[src/rtl/yctrl_pkg.sv]
// Shared encodings for the multi-cycle RV32 controller: FSM states, opcodes,
// ALU op codes and datapath mux selects.
package yctrl_pkg;

  typedef enum logic [2:0] {
    S_ENTRY  = 3'd0,
    S_FETCH  = 3'd1,
    S_DECODE = 3'd2,
    S_EXEC   = 3'd3,
    S_MEM    = 3'd4,
    S_WB     = 3'd5
  } state_t;

  localparam logic [6:0] OP_R  = 7'h33;
  localparam logic [6:0] OP_I  = 7'h13;
  localparam logic [6:0] OP_LW = 7'h03;
  localparam logic [6:0] OP_SW = 7'h23;
  localparam logic [6:0] OP_SB = 7'h63;
  localparam logic [6:0] OP_UJ = 7'h6f;

  localparam logic [2:0] ALU_AND = 3'b000;
  localparam logic [2:0] ALU_OR  = 3'b001;
  localparam logic [2:0] ALU_ADD = 3'b010;
  localparam logic [2:0] ALU_SUB = 3'b110;

  typedef enum logic [1:0] {
    PC_P4     = 2'd0,
    PC_BRANCH = 2'd1,
    PC_JUMP   = 2'd2,
    PC_ENTRY  = 2'd3
  } pc_sel_t;

  typedef enum logic [1:0] {
    WB_ALU = 2'd0,
    WB_MEM = 2'd1,
    WB_PC4 = 2'd2
  } wb_sel_t;

  function automatic logic is_legal(input logic [6:0] opcode);
    return (opcode == OP_R)  || (opcode == OP_I)  || (opcode == OP_LW) ||
           (opcode == OP_SW) || (opcode == OP_SB) || (opcode == OP_UJ);
  endfunction

endpackage

[src/rtl/yctrl_multicycle_if.sv]
// Controller <-> datapath bundle: instruction/status inputs and control strobes.
interface yctrl_multicycle_if;
  logic [31:0] ins;
  logic        zero;
  logic        mem_ready;
  logic        int_req;
  logic        ir_write;
  logic        RegWrite;
  logic        ALUSrc;
  logic [2:0]  op;
  logic        MemRead;
  logic        MemWrite;
  logic [1:0]  wb_sel;
  logic        pc_write;
  logic [1:0]  pc_sel;

  modport master (
    input  ins, zero, mem_ready, int_req,
    output ir_write, RegWrite, ALUSrc, op, MemRead, MemWrite, wb_sel, pc_write, pc_sel
  );

  modport slave (
    output ins, zero, mem_ready, int_req,
    input  ir_write, RegWrite, ALUSrc, op, MemRead, MemWrite, wb_sel, pc_write, pc_sel
  );
endinterface

[src/rtl/yctrl_multicycle_alu_dec.sv]
// Combinational ALU control decoder: opcode/funct3/funct7[5] to ALU op and
// operand-B select. Shared by EXEC and MEM so the address stays stable.
module yctrl_alu_dec
  import yctrl_pkg::*;
(
  input  logic [6:0] opcode,
  input  logic [2:0] funct3,
  input  logic       funct7_b5,
  output logic [2:0] op,
  output logic       alu_src
);

  always_comb begin
    op      = ALU_ADD;
    alu_src = 1'b0;
    case (opcode)
      OP_R: begin
        case (funct3)
          3'b000:  op = funct7_b5 ? ALU_SUB : ALU_ADD;
          3'b110:  op = ALU_OR;
          3'b111:  op = ALU_AND;
          default: op = ALU_ADD;
        endcase
      end
      OP_I, OP_LW, OP_SW: alu_src = 1'b1;
      OP_SB:              op      = ALU_SUB;
      default: ;
    endcase
  end

endmodule

[src/rtl/yctrl_multicycle.sv]
// Multi-cycle control FSM for the RV32 datapath: sequences fetch/decode/execute/
// memory/write-back with memory timeout, interrupt entry and illegal-op traps.
module yctrl_multicycle
  import yctrl_pkg::*;
#(
  parameter int XLEN    = 32,
  parameter int TIMEOUT = 15,
  parameter int CNT_W   = 8
) (
  input  logic                clk,
  input  logic                reset,
  yctrl_multicycle_if.master  bus,
  output logic [2:0]          state,
  output logic                illegal,
  output logic                timeout,
  output logic [XLEN-1:0]     instr_count
);

  state_t           cur;
  logic [CNT_W-1:0] wait_cnt;
  logic [6:0]       opcode;
  logic [2:0]       dec_op;
  logic             dec_alu_src;

  assign opcode = bus.ins[6:0];
  assign state  = cur;

  yctrl_alu_dec u_alu_dec (
    .opcode    (opcode),
    .funct3    (bus.ins[14:12]),
    .funct7_b5 (bus.ins[30]),
    .op        (dec_op),
    .alu_src   (dec_alu_src)
  );

  // NOTE: every output gets a default before the case so no path can hold a stale value (no latch).
  always_comb begin
    bus.ir_write = 1'b0;
    bus.RegWrite = 1'b0;
    bus.ALUSrc   = 1'b0;
    bus.op       = ALU_ADD;
    bus.MemRead  = 1'b0;
    bus.MemWrite = 1'b0;
    bus.wb_sel   = WB_ALU;
    bus.pc_write = 1'b0;
    bus.pc_sel   = PC_P4;
    case (cur)
      S_ENTRY: begin
        bus.pc_write = 1'b1;
        bus.pc_sel   = PC_ENTRY;
      end
      S_FETCH: bus.ir_write = !bus.int_req;
      S_EXEC: begin
        bus.op     = dec_op;
        bus.ALUSrc = dec_alu_src;
        if (opcode == OP_SB) begin
          bus.pc_write = 1'b1;
          bus.pc_sel   = bus.zero ? PC_BRANCH : PC_P4;
        end
      end
      S_MEM: begin
        bus.op       = dec_op;
        bus.ALUSrc   = dec_alu_src;
        bus.MemRead  = (opcode == OP_LW);
        bus.MemWrite = (opcode == OP_SW);
        // A store retires in MEM as soon as the memory accepts it.
        if (opcode == OP_SW && bus.mem_ready) bus.pc_write = 1'b1;
      end
      S_WB: begin
        bus.RegWrite = 1'b1;
        bus.pc_write = 1'b1;
        if (opcode == OP_LW)      bus.wb_sel = WB_MEM;
        else if (opcode == OP_UJ) bus.wb_sel = WB_PC4;
        if (opcode == OP_UJ)      bus.pc_sel = PC_JUMP;
      end
      default: ;
    endcase
  end

  // NOTE: sequential state uses non-blocking assignments so every register samples pre-edge values.
  always_ff @(posedge clk) begin
    if (reset) begin
      cur         <= S_ENTRY;
      illegal     <= 1'b0;
      timeout     <= 1'b0;
      instr_count <= '0;
      wait_cnt    <= '0;
    end else begin
      case (cur)
        S_ENTRY: cur <= S_FETCH;
        S_FETCH: cur <= bus.int_req ? S_ENTRY : S_DECODE;
        S_DECODE: begin
          if (is_legal(opcode)) begin
            cur <= S_EXEC;
          end else begin
            illegal <= 1'b1;
            cur     <= S_ENTRY;
          end
        end
        S_EXEC: begin
          case (opcode)
            OP_SB: begin
              instr_count <= instr_count + XLEN'(1);
              cur         <= S_FETCH;
            end
            OP_LW, OP_SW: begin
              wait_cnt <= '0;
              cur      <= S_MEM;
            end
            default: cur <= S_WB;
          endcase
        end
        S_MEM: begin
          // Ready wins over expiry, so a response on the last allowed cycle still succeeds.
          if (bus.mem_ready) begin
            if (opcode == OP_LW) begin
              cur <= S_WB;
            end else begin
              instr_count <= instr_count + XLEN'(1);
              cur         <= S_FETCH;
            end
          end else if (wait_cnt == CNT_W'(TIMEOUT)) begin
            timeout <= 1'b1;
            cur     <= S_ENTRY;
          end else begin
            wait_cnt <= wait_cnt + CNT_W'(1);
          end
        end
        S_WB: begin
          instr_count <= instr_count + XLEN'(1);
          cur         <= S_FETCH;
        end
        default: cur <= S_ENTRY;
      endcase
    end
  end

endmodule

[src/flat_wrapper.sv]
// flat-port wrapper written by rule: the top's interface ports become plain ports
module yctrl_multicycle_flat import yctrl_pkg::*;
#(
  parameter int XLEN    = 32,
  parameter int TIMEOUT = 15,
  parameter int CNT_W   = 8
)
  (clk, reset, state, illegal, timeout, instr_count, bus_ins, bus_zero, bus_mem_ready, bus_int_req, bus_ir_write, bus_RegWrite, bus_ALUSrc, bus_op, bus_MemRead, bus_MemWrite, bus_wb_sel, bus_pc_write, bus_pc_sel);
  yctrl_multicycle_if bus_i ();
  input  logic clk;
  input  logic reset;
  output logic [2:0] state;
  output logic illegal;
  output logic timeout;
  output logic [XLEN-1:0] instr_count;
  input wire logic [$bits(bus_i.ins)-1:0] bus_ins;
  input wire logic [$bits(bus_i.zero)-1:0] bus_zero;
  input wire logic [$bits(bus_i.mem_ready)-1:0] bus_mem_ready;
  input wire logic [$bits(bus_i.int_req)-1:0] bus_int_req;
  output wire logic [$bits(bus_i.ir_write)-1:0] bus_ir_write;
  output wire logic [$bits(bus_i.RegWrite)-1:0] bus_RegWrite;
  output wire logic [$bits(bus_i.ALUSrc)-1:0] bus_ALUSrc;
  output wire logic [$bits(bus_i.op)-1:0] bus_op;
  output wire logic [$bits(bus_i.MemRead)-1:0] bus_MemRead;
  output wire logic [$bits(bus_i.MemWrite)-1:0] bus_MemWrite;
  output wire logic [$bits(bus_i.wb_sel)-1:0] bus_wb_sel;
  output wire logic [$bits(bus_i.pc_write)-1:0] bus_pc_write;
  output wire logic [$bits(bus_i.pc_sel)-1:0] bus_pc_sel;
  assign bus_i.ins = bus_ins;
  assign bus_i.zero = bus_zero;
  assign bus_i.mem_ready = bus_mem_ready;
  assign bus_i.int_req = bus_int_req;
  assign bus_ir_write = bus_i.ir_write;
  assign bus_RegWrite = bus_i.RegWrite;
  assign bus_ALUSrc = bus_i.ALUSrc;
  assign bus_op = bus_i.op;
  assign bus_MemRead = bus_i.MemRead;
  assign bus_MemWrite = bus_i.MemWrite;
  assign bus_wb_sel = bus_i.wb_sel;
  assign bus_pc_write = bus_i.pc_write;
  assign bus_pc_sel = bus_i.pc_sel;
  yctrl_multicycle #(.XLEN(XLEN), .TIMEOUT(TIMEOUT), .CNT_W(CNT_W)) u_core (.clk(clk), .reset(reset), .bus(bus_i), .state(state), .illegal(illegal), .timeout(timeout), .instr_count(instr_count));
endmodule
[config.mk]
export PLATFORM = sky130hd
export DESIGN_NAME = yctrl_multicycle_flat
export DESIGN_NICKNAME = d
export VERILOG_FILES = /design/src/rtl/yctrl_pkg.sv /design/src/rtl/yctrl_multicycle_if.sv /design/src/rtl/yctrl_multicycle_alu_dec.sv /design/src/rtl/yctrl_multicycle.sv /design/src/flat_wrapper.sv
export SDC_FILE = /design/constraint.sdc
export NUM_CORES = 1
export LEC_CHECK = 0
export CAP_MARGIN = 20
export CORE_MARGIN = 1
export CORE_UTILIZATION = 49
export CTS_CLUSTER_DIAMETER = 60
export DETAILED_ROUTE_END_ITERATION = 10
export GPL_ROUTABILITY_DRIVEN = 0
export GPL_TIMING_DRIVEN = 0
export PLACE_DENSITY = 0.83
export SLEW_MARGIN = 20
export SYNTH_ARGS = -nofsm -noshare
export SYNTH_HDL_FRONTEND = slang
export SYNTH_SLANG_ARGS = --single-unit
[constraint.sdc]
create_clock -name clk -period 3.4 [get_ports clk]
set_input_delay 0.68 -clock clk [delete_from_list [all_inputs] [get_ports clk]]
set_output_delay 0.68 -clock clk [all_outputs]
set_load 0.02 [all_outputs]
==> results.tsv, run 1 <==
stage	metric	value	unit
outcome	status	finished clean	
grt	grt_start_max_net_pins	13	
worst_setup_path	cp-end-kind	output pin	
clock_network	clockBufferDepth	2	
clock_network	ctsHtreeMaxLevel	2	
placement	place_inst	434	
grt	grt_pass1_vias	2239	
timing	tns	0	ps
yosys	yosysWarningCount	0	
detailed_routing	route.detailed.drc	0	
yosys	synth_top_area_frac	0.355	
detailed_routing	dr.pass1.iters	4	
worst_setup_path	cp.arrival	2550	ps
yosys	syn-num-nets	342	
timing	worst_pin_slew	645	ps
placement	dp_slack	-121	ps
yosys	synthArstFlopShare	0	
yosys	yosysMostFrequentCell	dfxtp_1	
worst_setup_path	worst_r2r_path_depth	5	
finish	nets	413	
yosys	synth.area.mux_share	0.0173	
yosys	synth_top_family_by_area	simple AND/OR/NAND/NOR gates	
grt	grt_use_total	0.245	
worst_setup_path	worst_path_max_delay_cell	clkdlybuf4s50_1	
timing	finalClockSkew	4.18	ps
timing	setup_viol	0	
clock_network	clock-sinks	45	
min_path	whs_path_depth	2	
power_and_ir_drop	p_total	0.959	mW
power_and_ir_drop	p_per_area	286	nW/um^2
yosys	syn_avg_cell_area	8.37	um^2
yosys	synth-simple-area-share	0.293	
finish	area_growth_syn_to_layout	32.3	%
worst_setup_path	crit_type	primary input to output pin	
timing	fin_ws	173	ps
finish	utilization	0.692	
timing	slew_viol_final	0	
yosys	yosys-top-cells-count	45 x dfxtp_1, 43 x nor2_1, 21 x xor2_1	
yosys	synth_edf_count	0	
yosys	synth_cells	303	
power_and_ir_drop	ir_drop	0.272	mV
timing	fin_crit_sh	0.949	
detailed_routing	avgViaCountPerCell	5.68	
grt	grt_antenna_before_repair	0	
clock_network	hold_buffers	0	
run	cap_viol_max_count	0	
yosys	synth_ff_type	dfxtp_1	
yosys	synthDistinctLibCells	56	
floorplanning	start_util	0.523	
yosys	yosys.area_share.adder	0.00987	
placement	numPortBuffers	64	
finish	n_fill_cell	425	
timing	rsz0062_at_grt	no	
detailed_routing	wirelength	6300	um
floorplanning	die_h	73.9	um
detailed_routing	ant_nets	0	
power_and_ir_drop	p_leak	1.19	nW
worst_setup_path	cp.required	2720	ps
floorplanning	num_rows	25	
yosys	synthesis.area	2540	um^2
worst_setup_path	crit_family	buffers and inverters	
clock_network	clk_pin_slew	80	ps
yosys	ys_ff_latch	45	
yosys	ys_seq_area_frac	0.355	
finish	drive_above_1_share	0.0802	
detailed_routing	via_count	2506	
placement	hpwl	4730	um
timing	hold_viol	0	
worst_setup_path	crit_path_max_incr_delay	460	ps
clock_network	cts_made_buffers	5	
clock_network	cts_tree	yes	
yosys	synth_top_area_cell	dfxtp_1	
worst_setup_path	path_cells	clkdlybuf4s50_1, nor4bb_1, buf_2, nand2_1, or3_1, nor2_1, dlygate4sd2_1	
floorplanning	ios	87	
timing	slew_headroom	0.566	
floorplanning	die_w	73.9	um
placement	place_area	3260	um^2
timing	post-route-min-period	3230	ps
worst_setup_path	worstPathMaxFanout	8	
detailed_routing	drt-initial-drc-count	247	
worst_setup_path	cp_num_buf_inv	3	
floorplanning	dieArea	5470	um^2
floorplanning	coreArea	4850	um^2
yosys	synth_compound_area_frac	0.192	
timing	clock.fmax	310	MHz
grt	overflow	0	
timing	whs	483	ps
yosys	ys_top_cells_by_area	dfxtp_1 36%, xor2_1 7.3%, nor2_1 6.4%	
finish	fin_cells	441	
clock_network	cts_root_buf	clkbuf_8	
finish	diodes	0	
grt	grt_pass1_wl	10500	um
clock_network	clk_latency	290	ps
detailed_routing	wl_per_cell	14.3	um
worst_setup_path	start_kind	primary input	
min_path	hold_class	register to register	
worst_setup_path	path_depth	7	
yosys	synth-xor-area-share	0.0794	
finish	final_area	3350	um^2
-- layer usage --
metal	vias to the layer above	GRT usage	share of wire
met1	1192	0.354	0.48
met3	7	0.0393	0.036
met5	-	0	0
li1	1260	-	-
met2	47	0.379	0.47
met4	0	0.0684	0.010
-- state kept, by name (all words and copies together), names as in the netlist --
signal	cells
u_core.timeout	1
u_core.wait_cnt	8
u_core.state	3
u_core.instr_count	32
u_core.illegal	1
-- worst register-to-register path, stage by stage (launching register included) --
cell and delay [ps]:
dfxtp_1 420, nand4_1 250, or4_1 590, nor4_2 360
and4bb_2 290, mux2_1 310
-- worst paths after layout --
check | end | slack (ps) | start
max reg2reg | u_core.instr_count[30] | 1090 | u_core.instr_count[12]
min | u_core.illegal | 480 | u_core.illegal
min reg2reg | u_core.illegal | 480 | u_core.illegal
max | bus_op[0] | 170 | bus_ins[3]
-- placed cells by master (no fill, tap or decap), drive strengths merged, types with 2 or more instances in the layout --
master	n
o21bai	3
buf	4
nand4	13
a211oi	4
nand3	8
or3	8
o21ai	14
or2	3
and3	6
xnor2	2
xor2	21
o211ai	7
dfxtp	45
o31ai	6
inv	7
a21oi	17
dlymetal6s2s	4
and4b	2
mux2	3
nand2b	2
ha	2
dlygate4sd2	2
clkbuf	20
clkdlybuf4s50	58
nor3	6
o2111ai	10
nor2	44
or4	7
a41o	2
a31oi	2
nor2b	4
nand2	17
nor4	4
and2	2
-- cell families after synthesis --
family,Yosys count
buffers and inverters,24
DFF,45
adders and majority gates,2
muxes,4
and+or+nand+nor,135
xor gates and xnor gates,23
AOI/OAI and AO/OA,70
-- area by class of cell --
class	count	area [um^2]	area share
multi-input combinational	234	1500	0.447
sequential	45	901	0.269
timing repair buffer	64	648	0.193
buffer	17	109	0.0325
clock buffer	7	86.3	0.0257
tap	67	83.8	0.0250
inverter	7	26.3	0.00783
-- power by group --
| part | total [mW] | internal [mW] | switching (mW) |
|---|---|---|---|
| combinational | 0.0982 | 0.0460 | 0.0523 |
| sequential | 0.531 | 0.529 | 0.00191 |
| clock | 0.330 | 0.161 | 0.168 |
| total | 0.959 | 0.737 | 0.222 |
-- timing repair --
item                                    4_1_cts  5_1_grt
setup buffers                                 0        0
endpoints found under the setup margin        2        4
gates cloned                                  0        0
resized for setup                             2        4
endpoints found under the hold margin         0        0
Power figures use the tool's default switching activity.
==> run 2: changes to the inputs <==
Settings changed: CTS_CLUSTER_DIAMETER 60 to 80.
==> results of run 2 <==
Final layout, timing and power as in run 1 (identical DEF).
==> run 3: changes to the inputs <==
Settings changed: SLEW_MARGIN 20 to unset.
==> results of run 3 <==
Final layout, timing and power as in run 1 (identical DEF).
